--- config.mk ---
export PLATFORM = sky130hd
export DESIGN_NAME = button_debounce
export DESIGN_NICKNAME = d
export VERILOG_FILES = /design/src/rtl/button_debounce.sv
export SDC_FILE = /design/constraint.sdc
export NUM_CORES = 1
export LEC_CHECK = 0
export ABC_AREA = 1
export CAP_MARGIN = 20
export CORE_MARGIN = 4
export CORE_UTILIZATION = 45
export DETAILED_ROUTE_END_ITERATION = 10
export PLACE_DENSITY = 0.72
export SLEW_MARGIN = 10
export SYNTH_ARGS = -nofsm -noshare
export SYNTH_HDL_FRONTEND = slang
export SYNTH_SLANG_ARGS = --single-unit
--- constraint.sdc ---
create_clock -name i_clk -period 1.5 [get_ports i_clk]
set_input_delay 0.45 -clock i_clk [delete_from_list [all_inputs] [get_ports i_clk]]
set_output_delay 0.45 -clock i_clk [all_outputs]
set_load 0.05 [all_outputs]
--- src/rtl/button_debounce.sv ---
// Pushbutton conditioner: 2-flop synchronizer, counter-based debounce FSM,
// press/release/long-press pulses, captured long flag and wrapping press count.
module button_debounce #(
  parameter int unsigned DEBOUNCE_CYCLES = 120000,
  parameter int unsigned LONG_CYCLES     = 12000000,
  parameter bit          ACTIVE_LOW      = 1'b1
) (
  input  logic       i_clk,
  input  logic       i_rst_n,
  input  logic       i_btn,
  output logic       o_level,
  output logic       o_press,
  output logic       o_release,
  output logic       o_long,
  output logic       o_was_long,
  output logic [7:0] o_count
);

  localparam int unsigned DEB_W  = $clog2(DEBOUNCE_CYCLES);
  localparam int unsigned HOLD_W = $clog2(LONG_CYCLES);
  localparam logic [DEB_W-1:0]  DEB_MAX  = DEB_W'(DEBOUNCE_CYCLES - 1);
  localparam logic [HOLD_W-1:0] HOLD_MAX = HOLD_W'(LONG_CYCLES - 1);

  typedef enum logic [1:0] {
    IDLE         = 2'd0,
    PRESS_WAIT   = 2'd1,
    HELD         = 2'd2,
    RELEASE_WAIT = 2'd3
  } state_e;

  state_e            state_q, state_d;
  logic              s1_q, s2_q;
  logic [DEB_W-1:0]  deb_cnt_q, deb_cnt_d;
  logic [HOLD_W-1:0] hold_cnt_q, hold_cnt_d;
  logic              long_flag_q, long_flag_d;
  logic              level_q, level_d;
  logic              press_q, press_d;
  logic              release_q, release_d;
  logic              long_q, long_d;
  logic              was_long_q, was_long_d;
  logic [7:0]        count_q, count_d;

  logic              pressed;
  logic [HOLD_W-1:0] hold_inc;

  assign pressed  = s2_q ^ ACTIVE_LOW;
  assign hold_inc = (hold_cnt_q == HOLD_MAX) ? hold_cnt_q : hold_cnt_q + 1'b1;

  // Synchronizer resets to the released pin level so leaving reset is quiet.
  always_ff @(posedge i_clk) begin
    if (!i_rst_n) begin
      s1_q        <= ACTIVE_LOW;
      s2_q        <= ACTIVE_LOW;
      state_q     <= IDLE;
      deb_cnt_q   <= '0;
      hold_cnt_q  <= '0;
      long_flag_q <= 1'b0;
      level_q     <= 1'b0;
      press_q     <= 1'b0;
      release_q   <= 1'b0;
      long_q      <= 1'b0;
      was_long_q  <= 1'b0;
      count_q     <= 8'd0;
    end else begin
      s1_q        <= i_btn;
      s2_q        <= s1_q;
      state_q     <= state_d;
      deb_cnt_q   <= deb_cnt_d;
      hold_cnt_q  <= hold_cnt_d;
      long_flag_q <= long_flag_d;
      level_q     <= level_d;
      press_q     <= press_d;
      release_q   <= release_d;
      long_q      <= long_d;
      was_long_q  <= was_long_d;
      count_q     <= count_d;
    end
  end

  always_comb begin
    state_d     = state_q;
    deb_cnt_d   = deb_cnt_q;
    hold_cnt_d  = hold_cnt_q;
    long_flag_d = long_flag_q;
    level_d     = level_q;
    press_d     = 1'b0;
    release_d   = 1'b0;
    long_d      = 1'b0;
    was_long_d  = was_long_q;
    count_d     = count_q;

    unique case (state_q)
      IDLE: begin
        if (pressed) begin
          state_d   = PRESS_WAIT;
          deb_cnt_d = '0;
        end
      end
      PRESS_WAIT: begin
        if (!pressed) begin
          state_d = IDLE;
        end else if (deb_cnt_q == DEB_MAX) begin
          state_d     = HELD;
          press_d     = 1'b1;
          level_d     = 1'b1;
          count_d     = count_q + 8'd1;
          hold_cnt_d  = '0;
          long_flag_d = 1'b0;
        end else begin
          deb_cnt_d = deb_cnt_q + 1'b1;
        end
      end
      HELD: begin
        hold_cnt_d = hold_inc;
        // Long check runs only here, including the edge that leaves for RELEASE_WAIT.
        if (!long_flag_q && (hold_cnt_q == HOLD_MAX)) begin
          long_d      = 1'b1;
          long_flag_d = 1'b1;
        end
        if (!pressed) begin
          state_d   = RELEASE_WAIT;
          deb_cnt_d = '0;
        end
      end
      RELEASE_WAIT: begin
        hold_cnt_d = hold_inc;
        if (pressed) begin
          state_d = HELD;
        end else if (deb_cnt_q == DEB_MAX) begin
          state_d    = IDLE;
          release_d  = 1'b1;
          level_d    = 1'b0;
          was_long_d = long_flag_q;
        end else begin
          deb_cnt_d = deb_cnt_q + 1'b1;
        end
      end
      default: state_d = IDLE;
    endcase
  end

  assign o_level    = level_q;
  assign o_press    = press_q;
  assign o_release  = release_q;
  assign o_long     = long_q;
  assign o_was_long = was_long_q;
  assign o_count    = count_q;

endmodule

; ---- Word-level counts from Yosys, hierarchy flattened
; Index checks and enable logic that the tools add are counted.
[word_totals]
input_bits = 3
out_inout_bits = 13
wordCells = 77
ff_bits = 59
[classes]
add_sub_neg = 3
bitwise_logic = 3
eq_ne = 15
n_reduce_logical = 17
mux = 27
[op_table]
columns = operator, n
row1 = 17-bit two-way mux, 5
row2 = 24-bit two-way mux, 3
row3 = 17-bit case mux with 4 select lines, 1
row4 = 24-bit case mux with 2 select lines, 1
row5 = 24-bit by 1-bit adder with 24-bit output (second input constant), 1
row6 = 24-bit equality test (second input constant), 1
row7 = 17-bit by 1-bit adder with 17-bit output (second input constant), 1
row8 = 17-bit equality test (second input constant), 1
row9 = 2-bit inequality test (second input constant), 8
row10 = 4-bit AND reduction, 4
row11 = 2-bit two-way mux, 6
row12 = 3-bit AND reduction, 3
row13 = 8-bit by 1-bit adder with 8-bit output (second input constant), 1
row14 = 1-bit two-way mux, 8
row15 = 2-bit case mux with 4 select lines, 1
row16 = 3-bit inequality test (second input constant), 2
row17 = 2-bit nonzero test, 3
row18 = 5-bit AND reduction, 1
row19 = 2-bit equality test (second input constant), 2
row20 = 1-bit case mux with 2 select lines, 2
row21 = 1-bit NOT, 3
row22 = 3-bit OR reduction, 1
row23 = 2-bit by 1-bit equality test with 1-bit output (second input constant), 1
row24 = 2-bit logical NOT, 1
row25 = other kinds (4), 4

; ---- Longest topological paths before layout
[depth]
ltp_word = 4
mapped_depth = 13
mapped_depth_nobuf = 12

; ---- Worst setup path after synthesis
; OpenSTA, ideal clock, no wires.
[synth_path]
path_kind = register to register
startpoint = reg deb_cnt_q[0]
endpoint = reg deb_cnt_q[5]
stages_incl_launch_ff = 12
required_time_ns = 1.368
arrival_ns = 1.537
synth_period_minus_slack_ns = 1.669
path_slack_ns = -0.169
n_path_buf = 1
setup_time_ns = 0.132
path_cell_list = dfxtp_1 -> ha_1 -> nand2_1 -> nor2_4 -> inv_1 -> nor2_1 -> nand3_1 -> nand2_2 -> nand2_4 -> buf_6 -> nand3_1 -> a21oi_1
[synth_via]
elab_chain_cells = 4
word_cells_on_any_way = 6
cone_classes = add/sub: 1 / eq/ne: 1 / mux: 4
[synth_rtl]
columns = item, line_no
row1 = from (decl), 33  ; logic [DEB_W-1:0] deb_cnt_q, deb_cnt_d;
row2 = from (signal assigned), 68  ; deb_cnt_q <= deb_cnt_d;
row3 = 17-bit by 1-bit adder with 17-bit output / 17-bit equality test (equally long branches), --
row4 = 17-bit two-way mux (*), "102, 129"
row5 = "17-bit two-way mux, on equally long branches", "127, 100"
row6 = 17-bit case mux with 4 select lines (*), 92  ; unique case (state_q)
; Mark *: on every way between the ends. The rest lies on a longest branch, timed or not. The select of a mux whose other input is x is not followed.
; A chain may end at the register's enable or synchronous reset.

; ---- Final worst setup path
[layout_path]
startpoint = reg hold_cnt_q[0]
endpoint = reg hold_cnt_q[17]
[layout_via]
elab_chain_cells = 3
word_cells_on_any_way = 6
cone_classes = add/sub: 1 / eq/ne: 2 / mux: 2 / reduce/logical: 1
[layout_rtl]
columns = item, line_no
row1 = from (decl), 34  ; logic [HOLD_W-1:0] hold_cnt_q, hold_cnt_d;
row2 = from (signal assigned), 69  ; hold_cnt_q <= hold_cnt_d;
row3 = 24-bit by 1-bit adder with 24-bit output / 24-bit equality test (equally long branches), 47  ; assign hold_inc = (hold_cnt_q == HOLD_MAX) ? hold_cnt_q : hold_cnt_q + 1'b1;
row4 = 24-bit two-way mux / 2-bit inequality test (equally long branches), --
row5 = 24-bit case mux with 2 select lines / 4-bit AND reduction (equally long branches), --
; Several ways; a longest one is shown, not always the timed one. The select of a mux whose other input is x is not followed.

==> impl_metrics.csv <==
group,metric,value,unit
cells_and_area,num-nets-final,650,
setup_path,reg2reg_slack,-150,ps
clock_network,clkLatencyLatePin,340,ps
setup_path,worst_r2r_end,"hold_cnt_q[17]$_SDFFE_PN0P_",
clock_network,htree_levels,3,
timing,timing.final.setup_violations,49,
setup_path,timing.critical_path.max_delay_family,"simple AND/OR/NAND/NOR gates",
drt,detailedRoute.firstPassIterationCount,5,
clock_network,worst_setup_hold_path_clk_slew,80,ps
place,routabilityCongestion,0.936,
setup_path,path_depth,13,
setup_path,worstPathBufferInverterCount,2,
setup_path,cp_data_arrival_time,1890,ps
timing,timing_worst_slew_pin_value,400,ps
clock_network,root_buffer,"clkbuf_8",
setup_path,delay_contributed_by_the_slowest_stage_of_the_critical_path,370,ps
synth,yosys-top-cells-area,"dfxtp_1 (35%), nand2_1 (16%), nor2_1 (10%)",
grt,overflow,0,
setup_path,critical_path_class,"flop to flop",
floorplanning,chipHeight,95.0,um
synth,netlist.area_leader.share,0.346,
drt,remaining_drc_errors,0,
cells_and_area,instances_no_fill,748,
synth,synth-edff-count,0,
synth,syn-cell-area,0.00341,mm^2
timing,grt_setup_unrepaired,"yes",
synth,flop_and_latch_count_out_of_synthesis,59,
floorplanning,design.portCount,16,
grt,grt_use_total,0.212,
power_and_ir_drop,power.static_leakage,2.24,nW
grt,grt_pass1_vias,3541,
drt,drt-vias-per-instance,5.05,
synth,synthTopCellsByCount,"nand2_1 (146), nor2_1 (92), dfxtp_1 (59)",
place,numPortBuffers,15,
job,maxCapViolCount,0,
setup_path,crit_end,"hold_cnt_q[17]$_SDFFE_PN0P_",
synth,syn-num-nets,535,
place,place_inst,715,
clock_network,tritoncts,"built",
worst_hold_path,timing.hold.worst.class,"flop to flop",
synth,synthMostInstantiatedCell,"nand2_1",
floorplanning,placement_rows,31,
drt,postRouteWirelength,9.75,mm
synth,ys_async_sr_fraction,0,
worst_hold_path,min_path_cells,1,
setup_path,crit_path_max_fanout,7,
synth,synthesis.yosys.warnings,0,
clock_network,cts_made_buffers,9,
run_status,run_status,"finished with violations",
floorplanning,die-area,0.00903,mm^2
setup_path,crit_path_top_delay_cell,"dfxtp_4",
grt,antenna_violations_before_repair,0,
timing,report.final.hold_viol_count,0,
timing,peak_clock_frequency_supported_by_timing,605,MHz
timing,timing.final.max_slew_violations,0,
setup_path,setup.worst_path.start_class,"flop",
floorplanning,initial_utilization,0.468,
floorplanning,core_area,0.00729,mm^2
clock_network,clock-sinks,59,
power_and_ir_drop,power.total,3.46,mW
clock_network,max-clock-path-buffers,2,
grt,grt_max_degree,17,
timing,hold-worst-slack,425,ps
cells_and_area,n_fill_cell,574,
synth,ys.flop_type,"dfxtp_1",
run_status,failed_checks,"setup timing",
drt,initialDrtViolationCount,176,
timing,setup_ws,-152,ps
synth,netlist.top_cell.by_area,"dfxtp_1",
cells_and_area,antenna_cells_inserted,0,
drt,dr_total_vias,3779,
place,hpwl,6.53,mm
power_and_ir_drop,power_density,682,mW/mm^2
setup_path,worst_ep_required_time,1740,ps
timing,period_share,1.10,
synth,netlist_instances,529,
timing,period_needed,1650,ps
drt,detail_routed_net_length_per_standard_cell,13.0,um
synth,post_synth.cell_area_avg,6.45,um^2
timing,timing.max_slew.rel_slack,0.731,
grt,grt_pass1_wl,15.2,mm
setup_path,r2r_start,"hold_cnt_q[0]$_SDFFE_PN0P_",
setup_path,worst_path_most_repeated_cell,"nand2_4",
cells_and_area,drive_above_1_share,0.342,
synth,synthDistinctLibCells,37,
floorplanning,die_width,95.0,um
synth,synth-seq-area-share,0.346,
drt,antenna_violating_nets_post_route,0,
setup_path,crit_path_end_kind,"flop",
setup_path,worst-r2r-cell-count,13,
power_and_ir_drop,vdd_ir_drop_max,761,uV
setup_path,crit_path_start,"hold_cnt_q[0]$_SDFFE_PN0P_",
cells_and_area,layout-area-overhead-vs-synth,49.0,%
timing,final.setup_skew,12.4,ps
setup_path,crit_chain,"ha_4 > nand2_4 > nor2_4 > nand2_2 > inv_4 > nand3_4 > nand2_4 > nand2_8 > clkbuf_16 > nand2_4 > nand2_1 > nand2_1 > nor2_2",
-- worst reg2reg max path: stages (launching register included) --
cell and delay, ps:
dfxtp_4 370, ha_4 150, nand2_4 60, nor2_4 140
nand2_2 90, inv_4 70, nand3_4 90, nand2_4 110
nand2_8 80, clkbuf_16 180, nand2_4 60, nand2_1 50
nand2_1 70, nor2_2 30
-- cell usage in the layout (no fill, tap or decap), drive strengths merged, types with 3 or more instances in the layout --
master	n
a21oi	35
buf	112
bufinv	3
clkbuf	10
clkinv	5
dfxtp	59
ha	3
inv	61
nand2	162
nand3	40
nand4	13
nor2	100
nor3	8
o21ai	11
or2	5
xnor2	4
xor2	6
-- what timing repair did --
item	in CTS	in global routing
pin swaps	8	24
hold buffers	0	0
cloned	0	2
setup endpoints to repair	50	53
buffers inserted	7	8
resized for setup	25	29
-- cell type report --
cell class,count,area (um^2),share of cell area
Clock buffer,9,124,0.0244
Clock inverter,7,116,0.0229
Inverter,63,239,0.0471
Multi-Input combinational cell,396,2160,0.426
Sequential cell,59,1190,0.235
Tap cell,99,124,0.0244
Timing Repair Buffer,115,1120,0.220
-- metal layers --
metal  wire (um)  share of wire  GRT usage
met3         517          0.053     0.0434
met5           0              0          0
met4         240          0.025     0.0877
met1        3940           0.40      0.244
met2        5050           0.52      0.380
-- cell families after synthesis --
family                   after synthesis  share of synthesized area
adder cells (fa/ha/maj)                3                     0.0110
AO/OA/AOI/OAI                         50                     0.0756
flip-flops                            59                      0.346
AND/OR/NAND/NOR                      332                      0.441
XOR/XNOR                              10                     0.0257
buffers and inverters                 75                     0.0998
-- flip-flops by register name, summed over array words and instances, names as in the netlist, named ones only --
register,cells
hold_cnt_q,24
o_long,1
long_flag_q,1
o_count,8
s1_q,1
deb_cnt_q,17
state_q,1
o_was_long,1
o_level,1
o_release,1
o_press,1
s2_q,1
-- worst min-delay path by stage --
| stage | slack, ps | from | end |
|---|---|---|---|
| floorplan | 390 | s1_q$_SDFF_PN1_ | s2_q$_SDFF_PN1_ |
| global placement | 390 | s1_q$_SDFF_PN1_ | s2_q$_SDFF_PN1_ |
| detailed placement | 410 | s1_q$_SDFF_PN1_ | s2_q$_SDFF_PN1_ |
| CTS | 430 | s1_q$_SDFF_PN1_ | s2_q$_SDFF_PN1_ |
| global route | 430 | s1_q$_SDFF_PN1_ | s2_q$_SDFF_PN1_ |
| finish | 420 | s1_q$_SDFF_PN1_ | s2_q$_SDFF_PN1_ |
-- metrics by stage --
step / utilization / cell area, um^2 / setup TNS [ps] / setup slack (ps)
2_1_floorplan: - / 3500 / -923 / -54.9
3_5_place_dp: 0.615 / 4480 / -6740 / -269
5_1_grt: 0.696 / 5080 / -9900 / -247
3_3_place_gp: 0.615 / 4480 / -5950 / -219
4_1_cts: 0.666 / 4860 / -2240 / -102
6_report: 0.696 / 5080 / -3750 / -152
-- power breakdown --
part	total [mW]	switching [mW]	internal [mW]	leakage (nW)
registers	1.57	0.00127	1.57	0.479
clock network	1.77	0.674	1.10	0.119
logic	0.122	0.0723	0.0499	1.64
(Power assumes the default switching activity.)
